[config.mk]
export PLATFORM = sky130hd
export DESIGN_NAME = execute_stage
export DESIGN_NICKNAME = d
export VERILOG_FILES = /design/src/rtl/execute_stage.sv
export SDC_FILE = /design/constraint.sdc
export NUM_CORES = 1
export LEC_CHECK = 0
export ABC_AREA = 1
export CAP_MARGIN = 20
export CORE_MARGIN = 1.5
export CORE_UTILIZATION = 50
export CTS_BUF_LIST = sky130_fd_sc_hd__clkbuf_16
export CTS_CLUSTER_DIAMETER = 40
export DETAILED_ROUTE_END_ITERATION = 6
export HOLD_SLACK_MARGIN = 0.1
export PLACE_DENSITY = 0.78
export SYNTH_ARGS = -nofsm -noshare
export SYNTH_HDL_FRONTEND = slang
export SYNTH_SLANG_ARGS = --single-unit
[constraint.sdc]
create_clock -name clk -period 0.8 [get_ports clk]
set_input_delay 0.08 -clock clk [delete_from_list [all_inputs] [get_ports clk]]
set_output_delay 0.08 -clock clk [all_outputs]
set_load 0.05 [all_outputs]
[src/rtl/execute_stage.sv]
// Execute stage of the 16-bit pipelined CPU.
// Single-cycle ALU ops register their result one edge after issue. MUL/DIV/MOD
// use an iterative shift-add / restoring-divide unit and stall upstream.
// Build option: define EXEC_MULDIV_EN to build the iterative MUL/DIV/MOD unit;
// without it ops 8-10 finish in one cycle with result 0 and stall_out is 0.
module execute_stage #(
  parameter int unsigned DATA_W = 16,
  parameter int unsigned ITER   = 16
) (
  input  logic              clk,
  input  logic              rst,
  input  logic              valid_in,
  input  logic              flush,
  input  logic [3:0]        aluOp,
  input  logic [DATA_W-1:0] srcA,
  input  logic [DATA_W-1:0] srcB,
  output logic [DATA_W-1:0] result_out,
  output logic              valid_out,
  output logic              zero_out,
  output logic              neg_out,
  output logic              div0_out,
  output logic              stall_out
);

  localparam logic [3:0] OP_ADD   = 4'd0;
  localparam logic [3:0] OP_SUB   = 4'd1;
  localparam logic [3:0] OP_AND   = 4'd2;
  localparam logic [3:0] OP_OR    = 4'd3;
  localparam logic [3:0] OP_XOR   = 4'd4;
  localparam logic [3:0] OP_SLL   = 4'd5;
  localparam logic [3:0] OP_SRL   = 4'd6;
  localparam logic [3:0] OP_SRA   = 4'd7;
  localparam logic [3:0] OP_MUL   = 4'd8;
  localparam logic [3:0] OP_DIV   = 4'd9;
  localparam logic [3:0] OP_MOD   = 4'd10;
  localparam logic [3:0] OP_PASSB = 4'd11;
  localparam logic [3:0] OP_SLT   = 4'd12;

  // The iterative unit produces one quotient/product bit per step.
  if (ITER != DATA_W) begin : g_iter_check
    $error("execute_stage: ITER must equal DATA_W");
  end

  logic [DATA_W-1:0] sc_result;
  logic              sc_div0;
  logic              accept;
  logic              is_multi;
  logic              mc_done;
  logic [DATA_W-1:0] mc_result;

  // Single-cycle ALU, including the divide-by-zero shortcuts.
  always_comb begin
    sc_result = '0;
    sc_div0   = 1'b0;
    case (aluOp)
      OP_ADD:   sc_result = srcA + srcB;
      OP_SUB:   sc_result = srcA - srcB;
      OP_AND:   sc_result = srcA & srcB;
      OP_OR:    sc_result = srcA | srcB;
      OP_XOR:   sc_result = srcA ^ srcB;
      OP_SLL:   sc_result = srcA << srcB[3:0];
      OP_SRL:   sc_result = srcA >> srcB[3:0];
      OP_SRA:   sc_result = DATA_W'($signed(srcA) >>> srcB[3:0]);
      OP_MUL:   sc_result = '0;
      OP_DIV: begin
`ifdef EXEC_MULDIV_EN
        if (srcB == '0) begin
          sc_result = '1;
          sc_div0   = 1'b1;
        end
`endif
      end
      OP_MOD: begin
`ifdef EXEC_MULDIV_EN
        if (srcB == '0) begin
          sc_result = srcA;
          sc_div0   = 1'b1;
        end
`endif
      end
      OP_PASSB: sc_result = srcB;
      OP_SLT:   sc_result = {{(DATA_W-1){1'b0}}, ($signed(srcA) < $signed(srcB))};
      default:  sc_result = '0;
    endcase
  end

`ifdef EXEC_MULDIV_EN
  localparam int unsigned CNT_W = $clog2(ITER + 1);

  typedef enum logic [1:0] {S_IDLE, S_BUSY, S_DONE} state_t;

  state_t            state;
  state_t            state_next;
  logic [3:0]        op_q;
  logic [DATA_W-1:0] a_q;
  logic [DATA_W-1:0] b_q;
  logic [DATA_W-1:0] acc_q;
  logic [CNT_W-1:0]  count_q;
  logic [DATA_W-1:0] step_a;
  logic [DATA_W-1:0] step_b;
  logic [DATA_W-1:0] step_acc;
  logic [DATA_W:0]   rem_shift;
  logic [DATA_W-1:0] rem_diff;
  logic              start;
  logic              last_step;

  assign is_multi  = (aluOp == OP_MUL) ||
                     (((aluOp == OP_DIV) || (aluOp == OP_MOD)) && (srcB != '0));
  assign accept    = valid_in && !flush && ((state == S_IDLE) || (state == S_DONE));
  assign start     = accept && is_multi;
  assign last_step = (state == S_BUSY) && (count_q == CNT_W'(1));
  assign mc_done   = last_step && !flush;

  // State register.
  always_ff @(posedge clk or posedge rst) begin
    if (rst) begin
      state <= S_IDLE;
    end else begin
      state <= state_next;
    end
  end

  // Next-state logic; flush returns to IDLE from anywhere.
  always_comb begin
    state_next = state;
    if (flush) begin
      state_next = S_IDLE;
    end else begin
      case (state)
        S_IDLE, S_DONE: state_next = start ? S_BUSY : S_IDLE;
        S_BUSY:         state_next = last_step ? S_DONE : S_BUSY;
        default:        state_next = S_IDLE;
      endcase
    end
  end

  // Stall covers the issue cycle and every BUSY cycle but the last, so the
  // upstream register advances exactly as the result is written.
  always_comb begin
    stall_out = 1'b0;
    if (!rst && !flush) begin
      stall_out = start || ((state == S_BUSY) && !last_step);
    end
  end

  // One shift-add (MUL) or restoring-subtract (DIV/MOD) step.
  always_comb begin
    step_a    = a_q;
    step_b    = b_q;
    step_acc  = acc_q;
    rem_shift = {acc_q, a_q[DATA_W-1]};
    rem_diff  = DATA_W'(rem_shift - {1'b0, b_q});
    if (op_q == OP_MUL) begin
      step_acc = b_q[0] ? (acc_q + a_q) : acc_q;
      step_a   = a_q << 1;
      step_b   = b_q >> 1;
    end else begin
      step_a = {a_q[DATA_W-2:0], 1'b0};
      if (rem_shift >= {1'b0, b_q}) begin
        step_acc  = rem_diff;
        step_a[0] = 1'b1;
      end else begin
        step_acc = rem_shift[DATA_W-1:0];
      end
    end
  end

  // Final-step result: product, quotient or remainder.
  always_comb begin
    case (op_q)
      OP_DIV:  mc_result = step_a;
      default: mc_result = step_acc;
    endcase
  end

  // Iterative unit operand/accumulator/counter registers.
  always_ff @(posedge clk or posedge rst) begin
    if (rst) begin
      op_q    <= '0;
      a_q     <= '0;
      b_q     <= '0;
      acc_q   <= '0;
      count_q <= '0;
    end else if (start) begin
      op_q    <= aluOp;
      a_q     <= srcA;
      b_q     <= srcB;
      acc_q   <= '0;
      count_q <= CNT_W'(ITER);
    end else if ((state == S_BUSY) && !flush) begin
      a_q     <= step_a;
      b_q     <= step_b;
      acc_q   <= step_acc;
      count_q <= count_q - CNT_W'(1);
    end
  end
`else
  assign is_multi  = 1'b0;
  assign accept    = valid_in && !flush;
  assign mc_done   = 1'b0;
  assign mc_result = '0;
  assign stall_out = 1'b0;
`endif

  // Result and flag registers; flags are only non-zero alongside valid_out.
  always_ff @(posedge clk or posedge rst) begin
    if (rst) begin
      result_out <= '0;
      valid_out  <= 1'b0;
      zero_out   <= 1'b0;
      neg_out    <= 1'b0;
      div0_out   <= 1'b0;
    end else begin
      valid_out <= 1'b0;
      zero_out  <= 1'b0;
      neg_out   <= 1'b0;
      div0_out  <= 1'b0;
      if (mc_done) begin
        result_out <= mc_result;
        valid_out  <= 1'b1;
        zero_out   <= (mc_result == '0);
        neg_out    <= mc_result[DATA_W-1];
      end else if (accept && !is_multi) begin
        result_out <= sc_result;
        valid_out  <= 1'b1;
        zero_out   <= (sc_result == '0);
        neg_out    <= sc_result[DATA_W-1];
        div0_out   <= sc_div0;
      end
    end
  end

endmodule
==> results_dict.tcl, run 1 <==
set metrics [dict create \
    io_buffer_count 58 \
    timing.grt.repair.worst_endpoint "zero_out$_DFF_PP0_/D" \
    synthDistinctLibCells 40 \
    seq_area_frac_synth_pct 9.18 \
    std_cell_rows 36 \
    place_inst 1344 \
    flow.stopped_at "5_1_grt" \
    die-width_um 105 \
    avgSynthCellArea_sq_um 5.22 \
    status "aborted with a tool error" \
    die_boundary_height_um 105 \
    clock-root-buffer "clkbuf_16" \
    ys_warn_count 0 \
    syn-cell-area_sq_mm 0.00518 \
    gp_routability_congestion 1.01 \
    grt_max_degree 36 \
    cts_sinks 19 \
    worst_endpoint_kind "sequential cell input" \
    error_message "[ERROR DPL-0038] Utilization greater than 100%, impossible to legalize" \
    cts.path.max_buffers 2 \
    number_of_h_tree_branching_levels 1 \
    io_pins 61 \
    postSynthRegisterBits 19 \
    initial_utilization_pct 52.3 \
    tritoncts.num_buffers 3 \
    netlist_instances 993 \
    dp_hpwl_mm 18.3 \
]
metrics by stage:
| step | hold slack (ns) | instance area, sq um | setup WS, ns | utilization (%) |
|---|---|---|---|---|
| 4_1_cts | 0.148 | 9040 | -0.960 | 91.2 |
| 3_5_place_dp | 0.415 | 7580 | -1.81 | 76.5 |
| 3_3_place_gp | 0.409 | 7580 | -1.78 | 76.5 |
| 2_1_floorplan | 0.0311 | 5390 | -0.892 | - |
cell families after synthesis:
family / synth area share, %
AND/OR/NAND/NOR: 56.7
adder cells (fa/ha/maj): 12.6
AO/OA/AOI/OAI: 8.70
flip-flops: 9.18
other: 0.0724
buffers and inverters: 12.7
synthesized netlist by cell type:
master      n  area [sq um]
nand2_1   344          1290
nand3_1   180           901
inv_1     110           413
nor2_1    110           413
ha_1       49           613
o21ai_0    33           165
a21oi_1    29           145
buf_2      20           100
dfrtp_1    19           475
nand4_1    12          75.1
nor3_1     10          50.1
nand2_2     7          43.8
buf_4       6          45.0
and2_1      5          31.3
clkbuf_1    5          18.8
inv_2       5          18.8
nand3b_1    4          30.0
nor2_2      4          25.0
o21ai_1     4          20.0
o21bai_1    4          30.0
a31oi_1     3          18.8
buf_1       3          11.3
o22ai_1     3          18.8
a21boi_0    2          15.0
a21boi_1    2          15.0
buf_6       2          22.5
fa_1        2          40.0
nor2_4      2          22.5
o211ai_1    2          15.0
or2_2       2          12.5
and3_1      1          6.26
buf_8       1          15.0
clkbuf_2    1          5.00
conb_1      1          3.75
inv_6       1          8.76
nand2_4     1          11.3
nand3_2     1          10.0
nor3_2      1          10.0
o21a_1      1          7.51
or2_1       1          6.26
what timing repair did:
| action | in CTS |
|---|---|
| hold buffers | 0 |
| pin swaps | 132 |
| gates resized for setup | 461 |
| setup buffers | 44 |
| gates cloned | 0 |
| endpoints found under the setup margin | 37 |
==> run 2, diff against run 1 <==
==> config.mk (replaced) <==
export PLATFORM = sky130hd
export DESIGN_NAME = execute_stage
export DESIGN_NICKNAME = d
export VERILOG_FILES = /design/src/rtl/execute_stage.sv
export SDC_FILE = /design/constraint.sdc
export NUM_CORES = 1
export LEC_CHECK = 0
export ABC_AREA = 1
export CAP_MARGIN = 20
export CORE_MARGIN = 1.5
export CORE_UTILIZATION = 35
export DETAILED_ROUTE_END_ITERATION = 6
export PLACE_DENSITY_LB_ADDON = 0.15
export SYNTH_ARGS = -nofsm -noshare
export SYNTH_HDL_FRONTEND = slang
export SYNTH_SLANG_ARGS = --single-unit
==> results_dict.tcl, run 2 <==
set metrics [dict create \
    status "finished, violations left" \
    failed_checks "setup timing" \
    antenna_found_initial 0 \
    initial_utilization_pct 35.8 \
    globalRoute.totalOverflow 0 \
    cts_sinks 19 \
    pre_cts_slack_ns -1.83 \
    io_pins 61 \
    rsz0062_at_grt "yes" \
    ant_nets 0 \
    powerDensity_mw_per_mm2 975 \
    std_cell_rows 44 \
    fmaxAchievable_mhz 592 \
    reg2reg_slack_ns 0.02 \
    drt-initial-drc-count 767 \
    post-route-drc-count 0 \
    grt_max_degree 36 \
    worst-endpoint-arrival_ns 1.88 \
    netlist_instances 993 \
    vias_per_cell 5.45 \
    final_cell_mix "260 x nand2_1, 192 x buf_4, 126 x nand3_1, 66 x nand2_2, 56 x buf_6" \
    critical_path.startpoint_type "primary input" \
    report.power.total_mw 9.60 \
    type_of_the_tightest_min_delay_check "primary input to asynchronous set/reset pin" \
    routed_wire_length_per_instance_um 17.9 \
    largest_register_ffs 16 \
    antenna_cells_inserted 0 \
    fin_worst_hold_slack_ns 0.136 \
    final_period_minus_worst_setup_slack_ns 1.69 \
    clock-skew-final_ns 0 \
    async_flop_share_pct 100 \
    layout.cells.most_common "nand2_1" \
    die-width_um 125 \
    largest_register "result_out" \
    worstPathMaxFanout 3 \
    drt-pass1-iter-count 5 \
    tritoncts "done" \
    finalSetupTns_ns -15.05 \
    synth_most_common_cell "nand2_1" \
    synth-edff-count 0 \
    postPlaceCellArea_sq_mm 0.00766 \
    synthTopCellsByCount "344 x nand2_1, 180 x nand3_1, 110 x inv_1, 110 x nor2_1, 49 x ha_1" \
    leakagePower_nw 4.92 \
    die_area_sq_mm 0.0155 \
    avgSynthCellArea_sq_um 5.22 \
    io_buffer_count 58 \
    dp_hpwl_mm 19.2 \
    drive_above_1_share_pct 52.5 \
    worst_setup_path_end_kind "flip-flop" \
    vdd.ir_drop.worst_uv 797 \
    die_boundary_height_um 125 \
    postSynthRegisterBits 19 \
    num-fill-cells 1239 \
    synth.top_cells.by_area "nand2_1 25%, nand3_1 17%, ha_1 12%" \
    max_cap_violations 0 \
    grt_first_pass_wirelength_mm 38.5 \
    fin_util_pct 68.0 \
    clk-insertion-delay-late_ns 0.25 \
    place_inst 1398 \
    syn-cell-area_sq_mm 0.00518 \
    core-area_sq_mm 0.0145 \
    crit_type "primary input to flip-flop" \
    timing_max_transition_violations_final 0 \
    synth_flop_cell "dfrtp_1" \
    worst-r2r-cell-count 3 \
    layoutNonFillerInstCount 1450 \
    post-route-worst-setup-slack_ns -0.888 \
    report.final.hold_viol_count 0 \
    critical_path.reg2reg.endpoint "result_out[13]$_DFFE_PP0P_" \
    route.final.wire_length_mm 25.9 \
    first_global_vias 7368 \
    rr_startpoint "result_out[13]$_DFFE_PP0P_" \
    regArea_sq_um 475 \
    cts.path.max_buffers 2 \
    largest_area_contributor_in_the_netlist "nand2_1" \
    tritoncts.num_buffers 3 \
    clock-root-buffer "clkbuf_16" \
    seq_area_frac_synth_pct 9.18 \
    synthDistinctLibCells 40 \
    layout_worst_path_cycle_share_pct 211 \
    grt.total_usage_pct 30.7 \
    multi_input_area_sq_mm 0.00569 \
    cp_data_required_time_ns 0.99 \
    number_of_h_tree_branching_levels 1 \
    dr_vias 7900 \
    finalSetupViolations 37 \
    layout_cell_area_excl_fill_sq_mm 0.00985 \
    ys_warn_count 0 \
    nNetsFinal 1358 \
    synthDominantCellAreaShare_pct 24.9 \
    clk_transition_reported_paths_ns 0.06 \
    area_delta_synth_final_pct 90.2 \
    gp_routability_congestion 1.01 \
]
==> run 2: cell counts after synthesis <==
No cell type changed its count.
==> run 2: critical path, stage by stage <==
cell      delay [ns]
buf_12          0.09
inv_6           0.03
ha_4            0.15
fa_2            0.51
inv_1           0.05
nand3_2         0.06
nand2_1         0.04
nor2_1          0.11
nand3b_1        0.09
nor2_1          0.10
nand3_1         0.11
nor2_2          0.13
nand2_2         0.09
nor2_2          0.10
nand3_2         0.06
nor2_1          0.08
==> run 2: layout make-up <==
cell class | count | share of cell area (%)
clock inverter | 1 | 0.0508
sequential | 19 | 4.83
tap | 184 | 2.34
inverter | 116 | 5.16
multi-input combinational | 821 | 57.8
timing repair buffer | 306 | 29.1
clock buffer | 3 | 0.762
==> run 2: power breakdown <==
| part | switching (mW) | internal [mW] | total [mW] |
|---|---|---|---|
| logic | 4.04 | 3.27 | 7.32 |
| registers | 0.153 | 1.09 | 1.25 |
| clock network | 0.368 | 0.671 | 1.04 |
==> run 2: metal layers <==
metal | part of all wire (%) | vias up | GRT usage (%)
met1 | 42 | 3728 | 42.0
met2 | 46 | 352 | 50.3
li1 | - | 3741 | -
met3 | 7.1 | 79 | 3.22
met5 | 0 | - | 0
met4 | 4.2 | 0 | 10.3
==> run 2: worst max path at each step <==
stage	from	endpoint	slack, ns	cells past startpoint
global route	srcA[0]	zero_out$_DFF_PP0_	-1.02	16
floorplan	srcB[2]	zero_out$_DFF_PP0_	-0.89	19
global placement	srcA[1]	zero_out$_DFF_PP0_	-1.83	18
finish	srcA[0]	zero_out$_DFF_PP0_	-0.89	16
CTS	srcA[1]	zero_out$_DFF_PP0_	-0.94	15
detailed placement	srcA[0]	zero_out$_DFF_PP0_	-1.83	17
==> run 2: cells by family (layout without fill, tap and decap cells) <==
logic type	after synthesis	after routing	synth area share, %
and+or+nand+nor	685	685	56.7
AOI/OAI and AO/OA	83	83	8.70
buffers and inverters	154	426	12.7
DFF	19	19	9.18
adders and majority gates	51	51	12.6
other	1	2	0.0724
==> run 2: repair_timing <==
| item | 4_1_cts | 5_1_grt |
|---|---|---|
| pin swaps | 92 | 101 |
| hold buffers | 0 | 0 |
| endpoints found under the hold margin | 0 | 0 |
| setup buffers | 32 | 24 |
| resized for setup | 454 | 225 |
| endpoints found under the setup margin | 38 | 37 |
Note: power is estimated with default switching activity, not from simulation.
